===== config.mk =====
export PLATFORM = sky130hd
export DESIGN_NAME = rr_pick
export DESIGN_NICKNAME = d
export VERILOG_FILES = /design/src/rtl/arb_pkg.sv /design/src/rtl/rr_pick.sv
export SDC_FILE = /design/constraint.sdc
export NUM_CORES = 1
export LEC_CHECK = 0
export ABC_CLOCK_PERIOD_IN_PS = 1000
export CAP_MARGIN = 20
export CORE_AREA = 2 2 39 41
export DETAILED_ROUTE_END_ITERATION = 8
export DIE_AREA = 0 0 41 43
export GPL_ROUTABILITY_DRIVEN = 0
export GPL_TIMING_DRIVEN = 0
export PLACE_DENSITY = 0.3
export REMOVE_ABC_BUFFERS = 1
export SLEW_MARGIN = 25
export SYNTH_ARGS = -nofsm -noshare
export SYNTH_HDL_FRONTEND = slang
export SYNTH_SLANG_ARGS = --single-unit
export TNS_END_PERCENT = 1

===== constraint.sdc =====
create_clock -name vclk -period 1
set_clock_uncertainty 0.05 [all_clocks]
set_input_delay 0.2 -clock vclk [all_inputs]
set_output_delay 0.2 -clock vclk [all_outputs]
set_load 0.03 [all_outputs]

===== src/rtl/arb_pkg.sv =====
// arb_pkg: shared constants and types for the round-robin grant arbiter
package arb_pkg;
  localparam int NUM_REQ = 4;
  localparam int IDX_W = 2;
  typedef enum logic {IDLE, GRANT} state_t;
  typedef logic [IDX_W-1:0] idx_t;
endpackage


===== src/rtl/rr_pick.sv =====
// rr_pick: rotating-priority search, first set req bit from ptr upward with wrap
module rr_pick
  import arb_pkg::*;
(
  input  logic [NUM_REQ-1:0] req,
  input  idx_t               ptr,
  output idx_t               win_idx,
  output logic               any_req
);
  always_comb begin
    win_idx = '0;
    for (int k = NUM_REQ - 1; k >= 0; k--) begin
      idx_t c;
      c = ptr + IDX_W'(k);
      if (req[c]) win_idx = c;
    end
  end
  assign any_req = |req;
endmodule


; After elaboration in Yosys (flattened, before gate mapping)
; Cells that the tools add are included.
[totals]
reg_bits = 0
wordCells = 20
input_bits = 6
out_inout_bits = 3
[op_classes]
order_cmp = 4
mux = 12
add_sub_neg = 3
reduce_logical = 1
[op_table]
columns = cell, count
row1 = < comparator 2 x 3 -> 1 bit (second input constant), 4
row2 = binary-select mux 1 bit (select 2 bit), 4
row3 = 2-to-1 mux 2 bit, 4
row4 = adder 2 bit (second input constant), 2
row5 = 2-to-1 mux 1 bit, 4
row6 = OR reduction 4 bit, 1
row7 = adder 2 x 1 -> 2 bit (second input constant), 1

; Depth between registers and ports, before layout
; Gate-level depths: netlist of the first run.
[depth]
depth_word = 7
ltp_mapped = 3
mapped_depth_nobuf = 3

; Worst setup path after synthesis of the first run
; OpenSTA, ideal clock, no wires.
[synth_timing]
path_type = input port to output port
start = in req[1]
end = out win_idx[1]
cell_stages = 3
required_ps = 750
n_path_buf = 0
t_arrival_ps = 849
slack_ps = -99
cell_sequence = nor3b_1 -> a211oi_1 -> nor2_1
[synth_via]
elab_chain_len = 6
elab_cells_between_ends = 12
cone_classes = mux (12)
[synth_lines]
columns = element, line
row1 = start: declaration, rr_pick.sv:5  ; input logic [NUM_REQ-1:0] req,
row2 = binary-select mux 1 bit (select 2 bit), rr_pick.sv:15  ; if (req[c]) win_idx = c;
row3 = 2-to-1 mux 1 bit (implied by the code), rr_pick.sv:15
row4 = 2-to-1 mux 2 bit (3 in a row), rr_pick.sv:15
row5 = 2-to-1 mux 2 bit (*), rr_pick.sv:15
row6 = end: declaration, rr_pick.sv:7  ; output idx_t win_idx,
; Every way passes the cells marked *; elsewhere a longest branch is shown, timed or not. The select of a mux whose other input is x is not followed.

; Worst setup path after layout of the first run
[layout_timing]
start = in ptr[1]
end = out win_idx[0]
[layout_via]
elab_chain_len = 7
elab_cells_between_ends = 15
cone_classes = add/sub (3) / mux (12)
[layout_lines]
columns = element, line
row1 = start: declaration, rr_pick.sv:6  ; input idx_t ptr,
row2 = adder 2 bit, rr_pick.sv:14  ; c = ptr + IDX_W'(k);
row3 = binary-select mux 1 bit (select 2 bit), rr_pick.sv:15
row4 = 2-to-1 mux 1 bit (implied by the code), rr_pick.sv:15
row5 = 2-to-1 mux 2 bit (3 in a row), rr_pick.sv:15
row6 = 2-to-1 mux 2 bit (*), rr_pick.sv:15
; Marked as above.

==> impl_metrics.csv, run 1 <==
group,metric,value,unit
logic_synthesis,seq_area_frac_synth,0,%
detailed_routing,dr.pass1.iters,1,
pwr,swShare,48.13,%
worst_setup_path,startpoint,"ptr[1]",
worst_setup_path,start_kind,"input port",
worst_setup_path,critPathArrivalTime,0.83,ns
logic_synthesis,yosysUniqueCellTypes,8,
flow_run,drv_cap,0,
die,initial_core_util,5.606,%
cts,hold_buffers,0,
timing,max_freq,926.6,MHz
timing,rsz0062_at_grt,"true",
timing,finalHoldViolations,0,
logic_synthesis,ys_warn_count,0,
grt,grt_pass1_vias,140,
cells_and_area,antenna_cells,0,
cells_and_area,final_net_count,31,
cells_and_area,final-seq-area,0,sq um
grt,antenna_found_initial,0,
detailed_routing,routed_via_density,3.436,
logic_synthesis,synth_adder_area_share,0,%
die,die-area,1763,sq um
logic_synthesis,synth_area_leaders,"nor2_1, a211oi_2, nand2b_1",
cells_and_area,multi_input_area,120.1,sq um
timing,period_minus_slack,1.079,ns
pwr,p_seq_share,0,%
min_path,min_path_type,"in -> out",
placed_design,postPlaceCellArea,187.7,sq um
die,die_w,41,um
worst_setup_path,crit_end,"win_idx[0]",
pwr,p_int,0.05799,mW
logic_synthesis,synthSimpleGateAreaFrac,54.84,%
cells_and_area,final_util,16.82,%
detailed_routing,wl_per_cell,7.974,um
logic_synthesis,synthMuxAreaShare,12.90,%
logic_synthesis,synth_xor_area_share,0,%
detailed_routing,dr_total_vias,134,
worst_setup_path,setup.worst_path.end_class,"output port",
logic_synthesis,yosysTopAreaCellShare,19.35,%
logic_synthesis,synth_area_per_cell,5.967,sq um
logic_synthesis,synth_top_cell_by_area,"nor2_1",
placed_design,port_buffers,9,
detailed_routing,wl,311,um
timing,setup_viol,2,
worst_setup_path,path_max_fanout,5,
grt,grt_max_degree,6,
pwr,p_leak,0.09985,nW
status,status,"finished, violations left",
grt,overflow,0,
cells_and_area,nFlopsAndLatches,0,
detailed_routing,drc,0,
timing,slew_violations,0,
timing,max_slew.worst_pin.slew,0.1566,ns
status,violations,"negative setup slack",
pwr,switchingPower,0.05382,mW
timing,finalCritPeriodShare,107.9,%
pwr,powerDensity,480.4,nW/um^2
logic_synthesis,synth_compound_area_share,32.26,%
timing,setup_ws,-0.07926,ns
grt,grt_first_pass_wirelength,496,um
placed_design,hpwl,235.3,um
cells_and_area,fin_area,232.7,sq um
timing,relSlewSlack,89.26,%
detailed_routing,drtIter0Drc,0,
detailed_routing,detail-route-antenna-nets,0,
cells_and_area,drive_gt1_share,73.91,%
die,core,1384,sq um
die,pin_count,9,
pwr,clkPwrFrac,0,%
die,row_count,14,
logic_synthesis,synth.cell_area,77.57,sq um
worst_setup_path,setup.worst_path.class,"in -> out",
pwr,vdd_drop_max,0.0001450,V
worst_setup_path,crit_required,0.75,ns
logic_synthesis,synth_top_family_by_area,"simple AND/OR/NAND/NOR gates",
grt,grt.total_usage,3.696,%
pwr,combPwrFrac,100.0,%
cells_and_area,clock_buffers,0,
cells_and_area,fill_cells,159,
die,die_h,43,um
cells_and_area,synthToLayoutAreaGrowth,200.0,%
logic_synthesis,syn_inst,13,
area by class of cell:
class | count | share of cell area, %
repair buffers | 10 | 39.78
multi-input cells | 13 | 51.61
well taps | 16 | 8.602
worst min-delay path by stage:
stage                     startpoint         end  slack, ns  depth (start not counted)
after detailed placement      req[0]  win_idx[0]       1.51                          3
after global placement        req[0]  win_idx[0]       1.51                          3
final                         req[1]     any_req       0.69                          4
after CTS                     req[3]     any_req       0.69                          4
after global routing          req[0]  win_idx[0]       0.71                          3
after floorplan               req[0]  win_idx[0]       0.47                          1
critical path: stages:
cell and delay (ns):
buf_6 0.11, mux2i_1 0.12, a211oi_2 0.21, buf_4 0.18
kinds of logic (layout without fill, tap and decap cells):
group	after synthesis	count (layout)
AND/OR/NAND/NOR	9	9
AO/OA/AOI/OAI	3	3
multiplexers	1	1
buffers and inverters	0	10
per-stage QoR:
stage               std cells  TNS [ns]  total power [mW]  setup WS, ns  hold slack [ns]
detailed placement         38    -2.842           0.09204        -1.045            1.509
CTS                        38   -0.2083           0.09578       -0.1162           0.6872
floorplan                  13   -0.1707           0.04087      -0.09878           0.4696
global route               39   -0.2503            0.1187       -0.1169           0.7080
finish                     39   -0.1554            0.1118      -0.07926           0.6854
global placement           38    -2.835           0.09198        -1.044            1.510
metal layers:
metal  global-route usage, %  share of wire (%)
met1                   5.380                 45
met2                   6.250                 43
met3                       0                 12
met4                       0                  0
met5                       0                  0
power by group through the flow:
stage / registers [mW] / logic (mW) / clock network (mW)
floorplan: 0 / 0.0409 / 0
global placement: 0 / 0.0920 / 0
detailed placement: 0 / 0.0920 / 0
CTS: 0 / 0.0958 / 0
global route: 0 / 0.119 / 0
finish: 0 / 0.112 / 0
cells in the final DEF, fill, tap and decap left out, drive strengths merged:
cell	instances
a21oi	1
buf	10
mux2i	1
a211oi	2
nor2	4
nand2b	2
nor3b	1
nand2	2
cell usage after synthesis:
| cell | number |
|---|---|
| a21oi_1 | 1 |
| nor2_1 | 4 |
| a211oi_1 | 1 |
| mux2i_1 | 1 |
| nand2_1 | 2 |
| a211oi_2 | 1 |
| nand2b_1 | 2 |
| nor3b_1 | 1 |
timing repair:
item	CTS	global route
buffers inserted	0	1
hold endpoints to repair	0	0
setup endpoints to repair	3	3
gates resized for setup	51	10
pin swaps	5	4
Note: power is estimated with default switching activity, not from simulation.
==> inputs of run 2 (changes only) <==
ABC_CLOCK_PERIOD_IN_PS = 1300   (was 1000)
REMOVE_ABC_BUFFERS = not set   (was 1)
clock period = 1.3 ns   (was 1 ns; I/O delays follow)
==> run 2 against run 1 <==
Largest cell class unchanged. Total power down 34%. Critical endpoint unchanged. The flow now finishes without violations. Clock-buffer cell count unchanged. First-iteration DRC count unchanged. Routed wire length down 0.64%. Highest routed layer unchanged. Die area unchanged. Largest power group unchanged. Utilization down 2.7 points.
==> impl_metrics.csv, run 2 (synthesis results as in run 1) <==
group,metric,value,unit
status,status,"complete, no violations",
worst_setup_path,path_cells,"clkbuf_4 > nand2b_4 > a21oi_2 > a211oi_2 > buf_4",
cells_and_area,instances_no_fill,39,
worst_setup_path,critical_path_buf_inv_count,2,
die,die-area,1763,sq um
pwr,powerDensity,377.8,nW/um^2
worst_setup_path,path_delay_family,"buffers and inverters",
grt,grt_util_met3,0,%
grt,grt_pass1_vias,136,
grt,grt_first_pass_wirelength,496,um
timing,relSlewSlack,89.26,%
grt,grtUsageMet1,5.063,%
cells_and_area,drive_gt1_share,73.91,%
detailed_routing,dr.pass1.iters,1,
cells_and_area,antenna_cells,0,
logic_synthesis,synth_nets,19,
timing,setup_viol,0,
pwr,p_total,0.07375,mW
detailed_routing,wl_per_cell,7.923,um
worst_setup_path,critPathArrivalTime,0.95,ns
worst_setup_path,startpoint,"ptr[1]",
grt,grt_max_degree,6,
grt,met2_usage,6.563,%
cells_and_area,synthToLayoutAreaGrowth,151.6,%
pwr,vdd_drop_max,0.00008805,V
worst_setup_path,setup.worst_path.end_class,"output port",
die,initial_core_util,5.606,%
detailed_routing,detail-route-antenna-nets,0,
grt,grt.busiest_layer,"met2",
timing,finalCritPeriodShare,97.07,%
min_path,min_from,"req[0]",
cells_and_area,clock_buffers,0,
timing,max_freq,792.5,MHz
placed_design,dp.cells,38,
cts,hold_buffers,0,
grt,grt.total_usage,3.696,%
cells_and_area,fill_cells,163,
timing,slew_violations,0,
grt,antenna_found_initial,0,
timing,finalHoldViolations,0,
worst_setup_path,crit_required,0.99,ns
die,core,1384,sq um
cells_and_area,final_cell_mix,"nor2_1, buf_2, buf_4",
timing,rsz0062_at_grt,"false",
timing,setup_ws,0.03814,ns
worst_setup_path,max_stage_delay,0.19,ns
detailed_routing,routed_via_density,3.487,
worst_setup_path,setup.worst_path.class,"in -> out",
grt,overflow,0,
timing,max_slew.worst_pin.slew,0.1566,ns
die,die_h,43,um
cells_and_area,final-seq-area,0,sq um
placed_design,port_buffers,9,
timing,timing.hold.ws,0.7978,ns
timing,tns,0,ns
die,row_count,14,
placed_design,preCtsSetupSlack,-0.8654,ns
detailed_routing,drc,0,
worst_setup_path,path_max_fanout,5,
worst_setup_path,path_depth,5,
worst_setup_path,start_kind,"input port",
detailed_routing,wl,309,um
cells_and_area,nFlopsAndLatches,0,
placed_design,hpwl,235.3,um
cells_and_area,final_net_count,31,
worst_setup_path,crit_end,"win_idx[0]",
detailed_routing,drtIter0Drc,0,
pwr,p_leak,0.08640,nW
die,die_w,41,um
flow_run,drv_cap,0,
detailed_routing,dr_total_vias,136,
worst_setup_path,slowest_stage,"buf_4",
timing,period_minus_slack,1.262,ns
min_path,min_path_type,"in -> out",
die,pin_count,9,
[run 2: metal layers]
layer	part of all wire, %	vias to the layer above
li1	-	66
met1	45	63
met2	44	7
met3	10	0
met4	0	0
met5	0	-
[run 2: metrics by stage]
| step | area (sq um) | utilization (%) |
|---|---|---|
| finish | 195.2 | 14.10 |
| global route | 195.2 | 14.10 |
| CTS | 185.2 | 13.38 |
| detailed placement | 187.7 | 13.56 |
| global placement | 187.7 | 13.56 |
| floorplan | 77.57 | - |
[run 2: report_power, final]
group	switching (mW)	internal [mW]	total, mW
logic	0.0390	0.0348	0.0738
registers	0	0	0
clock network	0	0	0
[run 2: cell type report]
class                           instances  area (sq um)  share of cell area [%]
Tap cell                               16         20.02                   10.26
Timing Repair Buffer                   10         66.31                   33.97
Multi-Input combinational cell         13         108.9                   55.77
[run 2: worst min-delay path by stage]
stage,to,slack (ns),cells past startpoint
2_1_floorplan,win_idx[0],0.59,1
3_3_place_gp,win_idx[0],1.63,3
3_5_place_dp,win_idx[0],1.63,3
4_1_cts,any_req,0.90,4
5_1_grt,win_idx[0],0.81,3
6_report,win_idx[0],0.80,3
[run 2: what timing repair did]
| item | CTS | global route |
|---|---|---|
| pin swaps | 2 | 4 |
| gates resized for setup | 39 | 9 |
| buffers inserted | 0 | 1 |
| endpoints found under the setup margin | 3 | 2 |
==> inputs of run 3 (changes only) <==
GPL_TIMING_DRIVEN = not set   (was 0)
==> run 3 against run 2 <==
Hold slack better by 0.021 ns. Maximum frequency down 0.24%. Via count down 7.4%. Non-clock buffer count unchanged. Routed wire length up 0.32%. Combinational power about the same. Critical path depth unchanged. Sequential share of layout area unchanged. Largest power group unchanged. Highest routed layer unchanged.
==> impl_metrics.csv, run 3 (synthesis results as in run 1) <==
group,metric,value,unit
timing,period_minus_slack,1.265,ns
cells_and_area,final_net_count,31,
pwr,combPwrFrac,100.0,%
cells_and_area,nFlopsAndLatches,0,
die,die_h,43,um
worst_setup_path,crit_required,0.99,ns
cells_and_area,drive_gt1_share,73.91,%
placed_design,port_buffers,9,
pwr,p_total,0.07378,mW
cells_and_area,final_cell_mix,"buf_4, nor2_1, buf_2",
detailed_routing,wl,310,um
timing,finalHoldViolations,0,
cells_and_area,fin_area,197.7,sq um
min_path,min_path_type,"in -> out",
worst_setup_path,start_kind,"input port",
detailed_routing,drc,0,
pwr,p_leak,0.08668,nW
die,initial_core_util,5.606,%
pwr,p_seq_share,0,%
detailed_routing,wl_per_cell,7.949,um
pwr,switchingPower,0.03920,mW
die,die-area,1763,sq um
placed_design,postPlaceCellArea,187.7,sq um
detailed_routing,dr_total_vias,126,
min_path,min_from,"req[0]",
timing,max_freq,790.6,MHz
detailed_routing,dr.pass1.iters,1,
cells_and_area,multi_input_area,108.9,sq um
pwr,powerDensity,373.2,nW/um^2
logic_synthesis,synth_nets,19,
timing,slew_violations,0,
timing,relSlewSlack,87.50,%
timing,setup_viol,0,
status,status,"complete, no violations",
grt,overflow,0,
grt,grt.total_usage,3.996,%
detailed_routing,drtIter0Drc,0,
die,pin_count,9,
pwr,p_int,0.03458,mW
min_path,whs_path_depth,4,
detailed_routing,routed_via_density,3.231,
worst_setup_path,critPathArrivalTime,0.95,ns
grt,antenna_found_initial,0,
cells_and_area,clock_buffers,0,
grt,grt_pass1_vias,134,
pwr,swShare,53.13,%
pwr,vdd_drop_max,0.00007283,V
worst_setup_path,setup.worst_path.end_class,"output port",
cells_and_area,antenna_cells,0,
cells_and_area,fill_cells,161,
die,core,1384,sq um
detailed_routing,detail-route-antenna-nets,0,
cells_and_area,final-seq-area,0,sq um
grt,grt_first_pass_wirelength,545,um
min_path,holdPathEnd,"any_req",
cells_and_area,final_common_cell,"buf_4",
worst_setup_path,setup.worst_path.class,"in -> out",
flow_run,drv_cap,0,
die,die_w,41,um
pwr,clkPwrFrac,0,%
cells_and_area,synthToLayoutAreaGrowth,154.8,%
cts,hold_buffers,0,
timing,finalCritPeriodShare,97.30,%
die,row_count,14,
worst_setup_path,path_max_fanout,3,
timing,max_slew.worst_pin.slew,0.1823,ns
timing,rsz0062_at_grt,"true",
grt,grt_max_degree,6,
run 3: cell count changes in the layout (fill, tap and decap cells not counted), sizes merged:
cell           before  now
clkbuf              3    1
buf                 7    8
clkdlybuf4s15       0    1
run 3: area by class of cell:
class / count / area share [%]
Multi-Input combinational cell: 13 / 55.06
Timing Repair Buffer: 10 / 34.81
Tap cell: 16 / 10.13
run 3: per-layer routing:
layer | share of wire [%] | vias up | GRT usage (%)
met5 | 0 | - | 0
met2 | 40 | 7 | 5.938
li1 | - | 66 | -
met4 | 0 | 0 | 0
met3 | 12 | 0 | 0.5236
met1 | 48 | 53 | 6.329
run 3: metrics by stage:
step / util [%] / hold WS, ns / TNS (ns) / instances / setup slack [ns]
2_1_floorplan: - / 0.5896 / 0 / 13 / 0.08122
3_3_place_gp: 13.56 / 1.224 / -0.8131 / 39 / -0.3578
3_5_place_dp: 13.56 / 1.225 / -0.8400 / 39 / -0.3664
4_1_cts: 14.10 / 0.8568 / 0 / 39 / 0.003049
5_1_grt: 14.29 / 0.8511 / -0.006596 / 39 / -0.006596
6_report: 14.29 / 0.8190 / 0 / 39 / 0.03512
run 3: timing repair:
action                     4_1_cts  5_1_grt
setup endpoints to repair        3        2
resized for setup               23        7
hold endpoints to repair         0        0
pin swaps                        3        4
buffers inserted                 0        0
run 3: critical path, stage by stage:
cell and delay (ns):
clkdlybuf4s15_2 0.21, nand2_1 0.07, nor2_1 0.04, a211oi_2 0.18, buf_4 0.18
run 3: worst max-delay path by stage:
stage / startpoint / endpoint / slack (ns) / cells after the start
2_1_floorplan: req[1] / win_idx[1] / 0.08 / 3
3_3_place_gp: req[3] / win_idx[1] / -0.36 / 5
3_5_place_dp: ptr[1] / win_idx[0] / -0.37 / 5
4_1_cts: req[0] / win_idx[0] / 0.003 / 4
5_1_grt: req[1] / win_idx[1] / -0.007 / 5
6_report: req[2] / win_idx[0] / 0.04 / 5
run 3: power by group through the flow:
stage	sequential [mW]	clock, mW	combinational [mW]
final	0	0	0.0738
after global routing	0	0	0.0799
after CTS	0	0	0.0712
after detailed placement	0	0	0.0704
after global placement	0	0	0.0704
after floorplan	0	0	0.0314
==> RTL change: new RTL, config.mk and constraints of run 3 <==
The package constant `NUM_REQ` goes from 4 to 5.
--- a/src/rtl/arb_pkg.sv
+++ b/src/rtl/arb_pkg.sv
@@ -2,3 +2,3 @@
 package arb_pkg;
-  localparam int NUM_REQ = 4;
+  localparam int NUM_REQ = 5;
   localparam int IDX_W = 2;
Interface: changed (resized req); port bits go from 9 to 10. No check against the original RTL was run, so the function may have changed too.
==> RTL change against run 3 <==
Synthesized cell count unchanged. Wire length up 24%. Synthesized area up 4.8%. Worst setup slack worse by 17 ps. Power up 7.9%. Via count up 14%. Final area up 13%. Largest cell class unchanged.
==> RTL change: results (changes against run 3) <==
Run status
  • Status: finished clean

Finish
  • Fillers: 160 (-0.62%)
  • Ant. Diodes: 0 (unchanged)
  • CLK BUF: 0 (unchanged)
  • Count of flip-flops and latches: 0 (unchanged)
  • Post-layout net count: 34 (+9.7%)
  • Layout cells sized above 1: 72.0% (-1.9 points)

Placed design
  • Placed instance area: 209 µm² (+11%)
  • Port Buf Inserts: 10 (+1)

Route
  • Drt pass-1 iters: 2 (+1)
  • DR WL/cell: 9.39 µm (+18%)
  • DR iter-0 viols: 1 (+1)
  • Drt via density: 3.51 (+8.7%)

Power
  • P_leak: 0.107 nW (+23%)
  • Maximum VDD drop: 107 µV (+47%)

Synthesis
  • Seq/Total Area, Yosys: 0% (unchanged)
  • Yosys warns: 0 (unchanged)
  • Top cells by count, synth: 4 x nor2_1, 2 x nand2b_1
  • Mapped Nets: 20 (+1)
  • Cell variety after synth: 9 (+1)
  • Main area contributors after synthesis: nor2_1 18%, a211oi_2 15%, nand2b_1 15%

Global route
  • Initial antenna violation count: 0 (unchanged)
  • Global-route wire length before repair: 607 µm (+11%)
  • Vias in the first global route: 143 (+6.7%)
  • GRT Util Overall: 4.50% (+0.50 points)
  • Largest net degree at the start of global routing: 6 (unchanged)

Timing
  • Slew headroom: 88.9% (+1.4 points)

Worst hold path
  • Min-Delay Path Class: in -> out

Clock tree
  • Post-CTS Setup Bufs: 0 (unchanged)

Setup path
  • Max FO, Critical Path: 4 (+1)
[RTL change: layout make-up]
| class | count | area share (%) |
|---|---|---|
| well taps | 16 | 8.94 |
| multi-input cells | 13 | 52.5 |
| repair buffers | 12 | 38.5 |
[RTL change: cell families (layout without fill, tap and decap cells)]
logic type / after synthesis / count (layout) / share of synthesized area [%]
mux: 1 / 1 / 12.3
compound gates: 3 / 3 / 30.8
buf+inv: 0 / 12 / 0
simple gates: 9 / 9 / 56.9
[RTL change: what timing repair did]
item / in CTS / in global routing
gates resized for setup: 27 / 6
endpoints found under the setup margin: 3 / 3
pin swaps: 3 / 4
endpoints found under the hold margin: 0 / 0
[RTL change: where the power goes]
part / switching [mW] / internal (mW) / leakage, nW
Combinational: 0.0417 / 0.0380 / 0.107
Clock: 0 / 0 / 0
Sequential: 0 / 0 / 0
[RTL change: worst paths after layout]
kind	from	endpoint	slack, ps	cells after the start
worst max-delay path	ptr[0]	win_idx[1]	20	5
worst min-delay path	req[4]	any_req	800	3
[RTL change: critical path: stages]
cell	delay [ps]
buf_2	130
nor3b_2	160
a211oi_2	180
nor2_1	70
buf_4	170
[RTL change: per-layer routing]
layer	up-vias	GRT usage [%]	routed length (µm)
met5	-	0	0
met4	0	0	0
met3	0	1.05	51
met2	10	5.94	132
met1	63	7.59	201
li1	71	-	-
[RTL change: metrics by stage]
stage / hold WS (ps) / total power, mW / std cells / setup WS (ps) / utilization, %
floorplan: 590 / 0.0312 / 13 / 81.2 / -
global placement: 1190 / 0.0757 / 41 / -384 / 15.1
detailed placement: 1180 / 0.0752 / 41 / -370 / 15.1
CTS: 854 / 0.0769 / 41 / 0.350 / 15.7
global route: 828 / 0.0843 / 41 / 3.73 / 16.2
finish: 804 / 0.0796 / 41 / 18.0 / 16.2
